**src/rtl/nibble_add_sequencer_if.sv**
```systemverilog
// Request/result bus of the nibble add sequencer plus its link to the shared 4-bit adder.
// Latency: none, wiring only. Backpressure: none; start is honoured only while busy is low.
// slave = the sequencer, master = front end together with the shared adder.
interface nibble_add_sequencer_if #(
  parameter int NIBBLES = 4
);
  localparam int W = 4 * NIBBLES;

  logic         start;
  logic [W-1:0] a;
  logic [W-1:0] b;
  logic         cin;
  logic         op;
  logic [3:0]   adder_a;
  logic [3:0]   adder_b;
  logic         adder_cin;
  logic [3:0]   adder_s;
  logic         adder_cout;
  logic         busy;
  logic         done;
  logic [W-1:0] sum;
  logic         cout;

  modport slave (
    input  start, a, b, cin, op, adder_s, adder_cout,
    output adder_a, adder_b, adder_cin, busy, done, sum, cout
  );

  modport master (
    output start, a, b, cin, op, adder_s, adder_cout,
    input  adder_a, adder_b, adder_cin, busy, done, sum, cout
  );
endinterface

```
**src/rtl/nibble_add_sequencer.sv**
```systemverilog
// Wide add (subtract with NIBBLE_SEQ_SUB_EN) on one shared 4-bit adder, LS nibble first.
// Latency: done pulses NIBBLES cycles after the accepting edge; one operation every NIBBLES+1 cycles.
// Backpressure: start is taken only in IDLE; a start while busy is dropped, never queued.
module nibble_add_sequencer #(
  parameter int NIBBLES = 4
) (
  input  logic                   clock,
  input  logic                   resetn,
  nibble_add_sequencer_if.slave  bus
);
  localparam int W  = 4 * NIBBLES;
  localparam int IW = $clog2(NIBBLES);
  localparam logic [IW-1:0] LAST = IW'(NIBBLES - 1);

  typedef enum logic {IDLE, RUN} state_t;

  state_t        state;
  logic [IW-1:0] idx;
  logic [W-1:0]  a_reg;
  logic [W-1:0]  b_reg;
  logic          cin_reg;
  logic          op_reg;
  logic          carry;
  logic [W-1:0]  sum_q;
  logic          cout_q;
  logic          busy_q;
  logic          done_q;

  logic [3:0]    nib_a;
  logic [3:0]    nib_b;
  logic          nib_cin;
  logic          sub_sel;

`ifdef NIBBLE_SEQ_SUB_EN
  assign sub_sel = op_reg;
`else
  // Subtract path is compiled out; op is latched but has no effect.
  logic unused_op;
  assign sub_sel   = 1'b0;
  assign unused_op = &{1'b0, op_reg};
`endif

  always_comb begin
    nib_a   = 4'd0;
    nib_b   = 4'd0;
    nib_cin = 1'b0;
    if (state == RUN) begin
      nib_a = a_reg[4*int'(idx) +: 4];
`ifdef NIBBLE_SEQ_SUB_EN
      nib_b = sub_sel ? ~b_reg[4*int'(idx) +: 4] : b_reg[4*int'(idx) +: 4];
`else
      nib_b = b_reg[4*int'(idx) +: 4];
`endif
      // Subtract forces the +1 of two's complement into nibble 0.
      if (idx == '0) nib_cin = sub_sel ? 1'b1 : cin_reg;
      else           nib_cin = carry;
    end
  end

  always_ff @(posedge clock) begin
    if (!resetn) begin
      state   <= IDLE;
      idx     <= '0;
      a_reg   <= '0;
      b_reg   <= '0;
      cin_reg <= 1'b0;
      op_reg  <= 1'b0;
      carry   <= 1'b0;
      sum_q   <= '0;
      cout_q  <= 1'b0;
      busy_q  <= 1'b0;
      done_q  <= 1'b0;
    end else begin
      done_q <= 1'b0;
      case (state)
        IDLE: begin
          if (bus.start) begin
            a_reg   <= bus.a;
            b_reg   <= bus.b;
            cin_reg <= bus.cin;
            op_reg  <= bus.op;
            idx     <= '0;
            busy_q  <= 1'b1;
            state   <= RUN;
          end
        end
        RUN: begin
          sum_q[4*int'(idx) +: 4] <= bus.adder_s;
          carry                   <= bus.adder_cout;
          if (idx == LAST) begin
            cout_q <= bus.adder_cout;
            done_q <= 1'b1;
            busy_q <= 1'b0;
            state  <= IDLE;
          end else begin
            idx <= idx + 1'b1;
          end
        end
        default: state <= IDLE;
      endcase
    end
  end

  assign bus.adder_a   = nib_a;
  assign bus.adder_b   = nib_b;
  assign bus.adder_cin = nib_cin;
  assign bus.busy      = busy_q;
  assign bus.done      = done_q;
  assign bus.sum       = sum_q;
  assign bus.cout      = cout_q;
endmodule
```
**src/flat_wrapper.sv**
```systemverilog
// flat-port wrapper written by rule: the top's interface ports become plain ports
module nibble_add_sequencer_flat 
#(
  parameter int NIBBLES = 4
)
  (clock, resetn, bus_start, bus_a, bus_b, bus_cin, bus_op, bus_adder_s, bus_adder_cout, bus_adder_a, bus_adder_b, bus_adder_cin, bus_busy, bus_done, bus_sum, bus_cout);
  nibble_add_sequencer_if #(.NIBBLES(NIBBLES)) bus_i ();
  input  logic clock;
  input  logic resetn;
  input wire logic [$bits(bus_i.start)-1:0] bus_start;
  input wire logic [$bits(bus_i.a)-1:0] bus_a;
  input wire logic [$bits(bus_i.b)-1:0] bus_b;
  input wire logic [$bits(bus_i.cin)-1:0] bus_cin;
  input wire logic [$bits(bus_i.op)-1:0] bus_op;
  input wire logic [$bits(bus_i.adder_s)-1:0] bus_adder_s;
  input wire logic [$bits(bus_i.adder_cout)-1:0] bus_adder_cout;
  output wire logic [$bits(bus_i.adder_a)-1:0] bus_adder_a;
  output wire logic [$bits(bus_i.adder_b)-1:0] bus_adder_b;
  output wire logic [$bits(bus_i.adder_cin)-1:0] bus_adder_cin;
  output wire logic [$bits(bus_i.busy)-1:0] bus_busy;
  output wire logic [$bits(bus_i.done)-1:0] bus_done;
  output wire logic [$bits(bus_i.sum)-1:0] bus_sum;
  output wire logic [$bits(bus_i.cout)-1:0] bus_cout;
  assign bus_i.start = bus_start;
  assign bus_i.a = bus_a;
  assign bus_i.b = bus_b;
  assign bus_i.cin = bus_cin;
  assign bus_i.op = bus_op;
  assign bus_i.adder_s = bus_adder_s;
  assign bus_i.adder_cout = bus_adder_cout;
  assign bus_adder_a = bus_i.adder_a;
  assign bus_adder_b = bus_i.adder_b;
  assign bus_adder_cin = bus_i.adder_cin;
  assign bus_busy = bus_i.busy;
  assign bus_done = bus_i.done;
  assign bus_sum = bus_i.sum;
  assign bus_cout = bus_i.cout;
  nibble_add_sequencer #(.NIBBLES(NIBBLES)) u_core (.clock(clock), .resetn(resetn), .bus(bus_i));
endmodule
```
**config.mk**
```make
export PLATFORM = sky130hd
export DESIGN_NAME = nibble_add_sequencer_flat
export DESIGN_NICKNAME = d
export VERILOG_FILES = /design/src/rtl/nibble_add_sequencer_if.sv /design/src/rtl/nibble_add_sequencer.sv /design/src/flat_wrapper.sv
export SDC_FILE = /design/constraint.sdc
export NUM_CORES = 1
export LEC_CHECK = 0
export CORE_MARGIN = 3
export CORE_UTILIZATION = 38
export CTS_CLUSTER_SIZE = 8
export DETAILED_ROUTE_END_ITERATION = 16
export PLACE_DENSITY_LB_ADDON = 0.25
export SLEW_MARGIN = 30
export SYNTH_ARGS = -nofsm -noshare
export SYNTH_HDL_FRONTEND = slang
export SYNTH_SLANG_ARGS = --single-unit
```
**constraint.sdc**
```tcl
create_clock -name clock -period 3 [get_ports clock]
set_input_delay 0.45 -clock clock [delete_from_list [all_inputs] [get_ports clock]]
set_output_delay 0.45 -clock clock [all_outputs]
set_load 0.01 [all_outputs]
```
==> results of run 1 <==
==> synthesized netlist by cell type (all sizes together) <==
cell type  number
a21boi         28
a21oi           7
and2            1
and3            1
buf            15
clkbuf          4
dfxtp          56
ha              6
inv             4
mux2i          19
nand2          81
nand2b          3
nand3          21
nor2            2
nor2b           4
o211a           1
o21ai           1
o22ai           9
o31ai          14
o41ai           3
xnor2           1
==> power by group through the flow <==
stage	sequential, mW	combinational (mW)	clock [mW]
final	0.796	0.237	0.496
after global routing	0.800	0.262	0.538
after CTS	0.796	0.240	0.506
after detailed placement	0.813	0.239	0
after global placement	0.812	0.236	0
after floorplan	0.810	0.141	0
==> cell type report <==
class                      instances  share of cell area
clock buffer                       5              0.0209
clock inverter                     3              0.0129
inverter                           4             0.00456
multi-input combinational        202               0.370
sequential                        56               0.341
tap                               75              0.0285
timing repair buffer              75               0.223
==> per-layer routing <==
layer  wire [um]  GRT usage  up-vias
met5           0          0        -
met4          14     0.0326        0
met3         395     0.0551        2
met2        2800      0.266       58
met1        2460      0.184      975
li1            -          -     1087
==> worst max-delay path, stage by stage, from the launching register on <==
cell and delay, ps:
dfxtp_1 340, buf_4 190, inv_1 140, ha_1 260
mux2i_1 130, nor2b_1 110, clkdlybuf4s50_1 550
==> cells in the final DEF (no fill, tap or decap), types with 2 or more instances in the layout <==
cell type	instances
a21boi_0	4
a21boi_1	24
a21oi_1	7
buf_4	7
clkbuf_8	5
clkdlybuf4s50_1	68
dfxtp_1	56
ha_1	6
inv_1	4
mux2i_1	19
nand2_1	81
nand2b_1	3
nand3_1	20
nor2_1	2
nor2b_1	3
o22ai_1	9
o31ai_1	14
o41ai_2	2
==> per-stage QoR <==
step | hold WS, ps | area (um2) | setup slack (ps)
2_1_floorplan | 434 | 2460 | 1320
4_1_cts | 459 | 3290 | 491
6_report | 456 | 3290 | 507
5_1_grt | 474 | 3290 | 365
3_3_place_gp | 440 | 3180 | 844
3_5_place_dp | 444 | 3180 | 865
==> worst max path at each step <==
stage                               startpoint             to  slack (ps)  cells after the start
floorplan           u_core.idx[0]$_SDFFE_PN0P_  bus_adder_cin        1320                      5
global placement    u_core.idx[0]$_SDFFE_PN0P_  bus_adder_cin         840                      6
detailed placement  u_core.idx[0]$_SDFFE_PN0P_  bus_adder_cin         870                      6
CTS                 u_core.idx[0]$_SDFFE_PN0P_  bus_adder_cin         490                      6
global route        u_core.idx[0]$_SDFFE_PN0P_  bus_adder_cin         360                      6
finish              u_core.idx[0]$_SDFFE_PN0P_  bus_adder_cin         510                      6
==> cells by family (layout without fill, tap and decap cells) <==
| kind of cell | after synthesis | count (layout) | share of synthesized area |
|---|---|---|---|
| adders and majority gates | 6 | 6 | 0.0305 |
| xor gates and xnor gates | 1 | 1 | 0.00356 |
| AOI/OAI and AO/OA | 63 | 63 | 0.188 |
| DFF | 56 | 56 | 0.455 |
| muxes | 19 | 19 | 0.0772 |
| buffers and inverters | 23 | 87 | 0.0518 |
| and+or+nand+nor | 113 | 113 | 0.194 |
==> run summary, run 1 <==
TNS Setup = 0 ps
Hold Path Origin = u_core.b_reg[10]$_SDFFE_PN0P_
hold path depth = 2
Hold Path Sink = u_core.b_reg[10]$_SDFFE_PN0P_
post-synthesis cell type count = 25
DR DRC count = 0
Storage cell area = 1120 um2
Synth area leader = dfxtp_1
Multi-input gate area = 1220 um2
Die Ht = 86.5 um
CTS tree = yes
detailed-route via count = 2,122
Via density = 5.05
sequential area share after synthesis = 0.455
Clock Tree Buf Depth = 2
post-CTS setup buffers = 0
Total GRT Usage = 0.154
row cnt = 28
Synth Instances = 281
Worst EP required = 2550 ps
layout cells sized above 1 = 0.0551
syn nets = 329
crit path DAT = 2040 ps
Worst Setup End Kind = output pin
crit path kind = reg2out
maximum vdd drop = 0.272 mV
total grt overflow = 0
Max-Cap Viols = 0
final setup vio count = 0
Worst setup SP type = flip-flop
Post-Layout Cell Count = 420
Clk pwr share = 0.324
Die Footprint = 7490 um2
routed len/inst = 13.5 um
RSZ-0062 raised after global routing = no
Cell Int Power = 1.14 mW
Power Dens Cells = 464 nW/um2
Root Buffer = clkbuf_8
Pre-antenna DRT Iters = 4
Layout area overhead = 33.6%
core area = 6100 um2
Tot Pwr = 1.53 mW
Starting Density = 0.404
CTS Buf Count = 5
pins over their slew limit = 0
IO Pins = 70
DRT Wirelength = 5.66 mm
post-CTS sizing = 0
die width = 86.5 um
Logic pwr share = 0.155
Worst R2R End = u_core.bus.sum[11]$_SDFFE_PN0P_
post-DP HPWL = 4.12 mm
Seq pwr share = 0.520
clock skew = 6.13 ps
Worst-Skew Late Latency = 310 ps
yosys warns = 0
Filler Cells Inserted = 594
CTS hold repair buffers = 0
vias in the first global route = 2,034
largest net degree at the start of global routing = 34
Synth area leaders = dfxtp_1 46%, nand2_1 12%, mux2i_1 7.7%
Fin. Hold Viols = 0
CP max FO = 9
status = finished, final reports clean
top-area cell type share of the netlist area = 0.455
wire length of the first global-routing pass = 9.21 mm
FF-to-FF path depth = 6
H-tree depth = 2
Inst Count DP = 412
Psw = 385 uW
syn_area_per_cell = 8.77 um2
Hold Crit Class = reg2reg
r2r setup slk = 1320 ps
port bufs = 68
initial antenna violation count = 0
Nets = 392
Sw Ratio = 0.252
RePlAce Congestion = 0.807
clk slew on worst S/H paths = 100 ps
Yosys reg bits = 56
period utilization = 0.831
Sink Count = 56
Routed Antenna Nets = 0
Final Critical Period = 2490 ps
leakage power = 1.19 nW
mapped cell area = 2460 um2
Max Fclk = 0.401 GHz
Worst slew margin = 0.548
initial DRC count = 42
total inserted antenna cells = 0
Worst Max-Slew Pin Slew = 676 ps
Core Util, Final = 0.540
R2R Path Start = u_core.idx[0]$_SDFFE_PN0P_
Note: power is estimated with default switching activity, not from simulation.
==> inputs of run 2 (changes only) <==
==> constraint.sdc (replaced) <==
create_clock -name clock -period 2.5 [get_ports clock]
set_input_delay 0.375 -clock clock [delete_from_list [all_inputs] [get_ports clock]]
set_output_delay 0.375 -clock clock [all_outputs]
set_load 0.01 [all_outputs]
==> run summary, run 2 (synthesis results as in run 1) <==
commonest non-fill, non-tap cell in the layout = nand2_1
CTS Buf Count = 5
Worst Setup End Kind = output pin
pins over their slew limit = 0
Die Ht = 86.5 um
core area = 6100 um2
final setup vio count = 0
r2r setup slk = 900 ps
Pre-antenna DRT Iters = 5
Sink Count = 56
Logic pwr share = 0.166
post-CTS setup buffers = 0
Worst Max-Slew Pin Slew = 659 ps
vias in the first global route = 1,976
TNS Setup = 0 ps
wire length of the first global-routing pass = 9.27 mm
post-CTS sizing = 0
Hold Path Origin = u_core.b_reg[11]$_SDFFE_PN0P_
Tot Pwr = 1.71 mW
Clock Tree Buf Depth = 2
Seq pwr share = 0.560
initial DRC count = 72
Sw Ratio = 0.257
Root Buffer = clkbuf_8
row cnt = 28
CTS tree = yes
Hold Crit Class = reg2reg
routed len/inst = 13.4 um
leakage power = 1.18 nW
Worst setup SP type = flip-flop
Clk pwr share = 0.274
total grt overflow = 0
R2R Path Start = u_core.idx[1]$_SDFFE_PN0P_
Die Footprint = 7490 um2
RePlAce Congestion = 0.797
layout cells sized above 1 = 0.0523
Cell Int Power = 1.27 mW
crit path kind = reg2out
clock skew = 6.53 ps
Worst R2R End = u_core.bus.sum[11]$_SDFFE_PN0P_
Post-Layout Cell Count = 419
Fin. Hold Viols = 0
DR DRC count = 0
Worst-Skew Late Latency = 310 ps
FF-to-FF path depth = 5
Hold Path Sink = u_core.b_reg[11]$_SDFFE_PN0P_
IO Pins = 70
CP max FO = 7
largest net degree at the start of global routing = 34
Worst slew margin = 0.560
Total GRT Usage = 0.154
status = finished, final reports clean
Worst EP required = 2120 ps
crit path DAT = 1980 ps
clk slew on worst S/H paths = 90 ps
DRT Wirelength = 5.60 mm
Routed Antenna Nets = 0
post-DP HPWL = 4.12 mm
Psw = 438 uW
Layout area overhead = 32.3%
Starting Density = 0.404
port bufs = 68
RSZ-0062 raised after global routing = no
Inst Count DP = 412
detailed-route via count = 2,130
Filler Cells Inserted = 592
Nets = 392
Final Critical Period = 2350 ps
die width = 86.5 um
Max-Cap Viols = 0
CTS hold repair buffers = 0
maximum vdd drop = 0.278 mV
Power Dens Cells = 523 nW/um2
period utilization = 0.942
most frequent cells in the layout = 81 x nand2_1, 68 x clkdlybuf4s50_1, 55 x dfxtp_1
H-tree depth = 2
Via density = 5.08
hold path depth = 2
Max Fclk = 0.425 GHz
total inserted antenna cells = 0
initial antenna violation count = 0
[run 2: changes by cell type in the layout (fill, tap and decap cells not counted), sizes merged]
| cell | before | now |
|---|---|---|
| clkbuf | 5 | 6 |
| bufinv | 1 | 0 |
| clkinvlp | 1 | 0 |
[run 2: area by class of cell]
type	count	area, um2	area share
timing repair buffer	75	733	0.225
clock inverter	1	5.00	0.00154
sequential	56	1120	0.344
clock buffer	6	72.6	0.0223
tap	75	93.8	0.0288
inverter	4	15.0	0.00461
multi-input combinational	202	1220	0.374
[run 2: worst max-delay path by stage]
stage / startpoint / to / slack (ps) / cells after the start
5_1_grt: u_core.idx[1]$_SDFFE_PN0P_ / bus_adder_cin / 20 / 5
3_5_place_dp: u_core.idx[0]$_SDFFE_PN0P_ / bus_adder_cin / 470 / 5
6_report: u_core.idx[1]$_SDFFE_PN0P_ / bus_adder_cin / 150 / 5
3_3_place_gp: u_core.idx[0]$_SDFFE_PN0P_ / bus_adder_a[0] / 480 / 4
2_1_floorplan: u_core.idx[0]$_SDFFE_PN0P_ / bus_adder_cin / 900 / 5
4_1_cts: u_core.idx[0]$_SDFFE_PN0P_ / bus_adder_cin / 110 / 5
[run 2: metrics by stage]
| stage | area (um2) | util | hold slack (ps) | worst slack (ps) |
|---|---|---|---|---|
| 3_5_place_dp | 3180 | 0.522 | 445 | 465 |
| 4_1_cts | 3260 | 0.534 | 458 | 108 |
| 3_3_place_gp | 3180 | 0.522 | 440 | 476 |
| 2_1_floorplan | 2460 | - | 434 | 898 |
| 6_report | 3260 | 0.535 | 456 | 146 |
| 5_1_grt | 3260 | 0.535 | 478 | 18.0 |
[run 2: routing by layer]
metal	global-route usage	part of all wire	vias to the layer above
met5	0	0	-
met4	0.0467	0.011	0
met3	0.0437	0.066	6
met2	0.257	0.49	58
met1	0.192	0.43	975
li1	-	-	1091
[run 2: critical path: stages, from the launching register on]
cell,delay (ps)
dfxtp_1,460
inv_1,140
ha_1,240
mux2i_1,130
nor2b_1,150
clkdlybuf4s50_1,560
[run 2: power groups by stage]
stage	Sequential [mW]	Clock (mW)	Combinational, mW
2_1_floorplan	0.972	0	0.169
3_3_place_gp	0.975	0	0.283
3_5_place_dp	0.977	0	0.286
4_1_cts	0.956	0.485	0.287
5_1_grt	0.961	0.516	0.313
6_report	0.955	0.467	0.282
==> inputs of run 3 (changes only) <==
--- a/config.mk
+++ b/config.mk
@@ -10,6 +10,7 @@
 export CTS_CLUSTER_SIZE = 8
 export DETAILED_ROUTE_END_ITERATION = 16
 export PLACE_DENSITY_LB_ADDON = 0.25
+export SKIP_CTS_REPAIR_TIMING = 1
 export SLEW_MARGIN = 30
 export SYNTH_ARGS = -nofsm -noshare
 export SYNTH_HDL_FRONTEND = slang
==> results of run 3 <==
No change in the layout: final DEF, timing and power equal those of run 2.
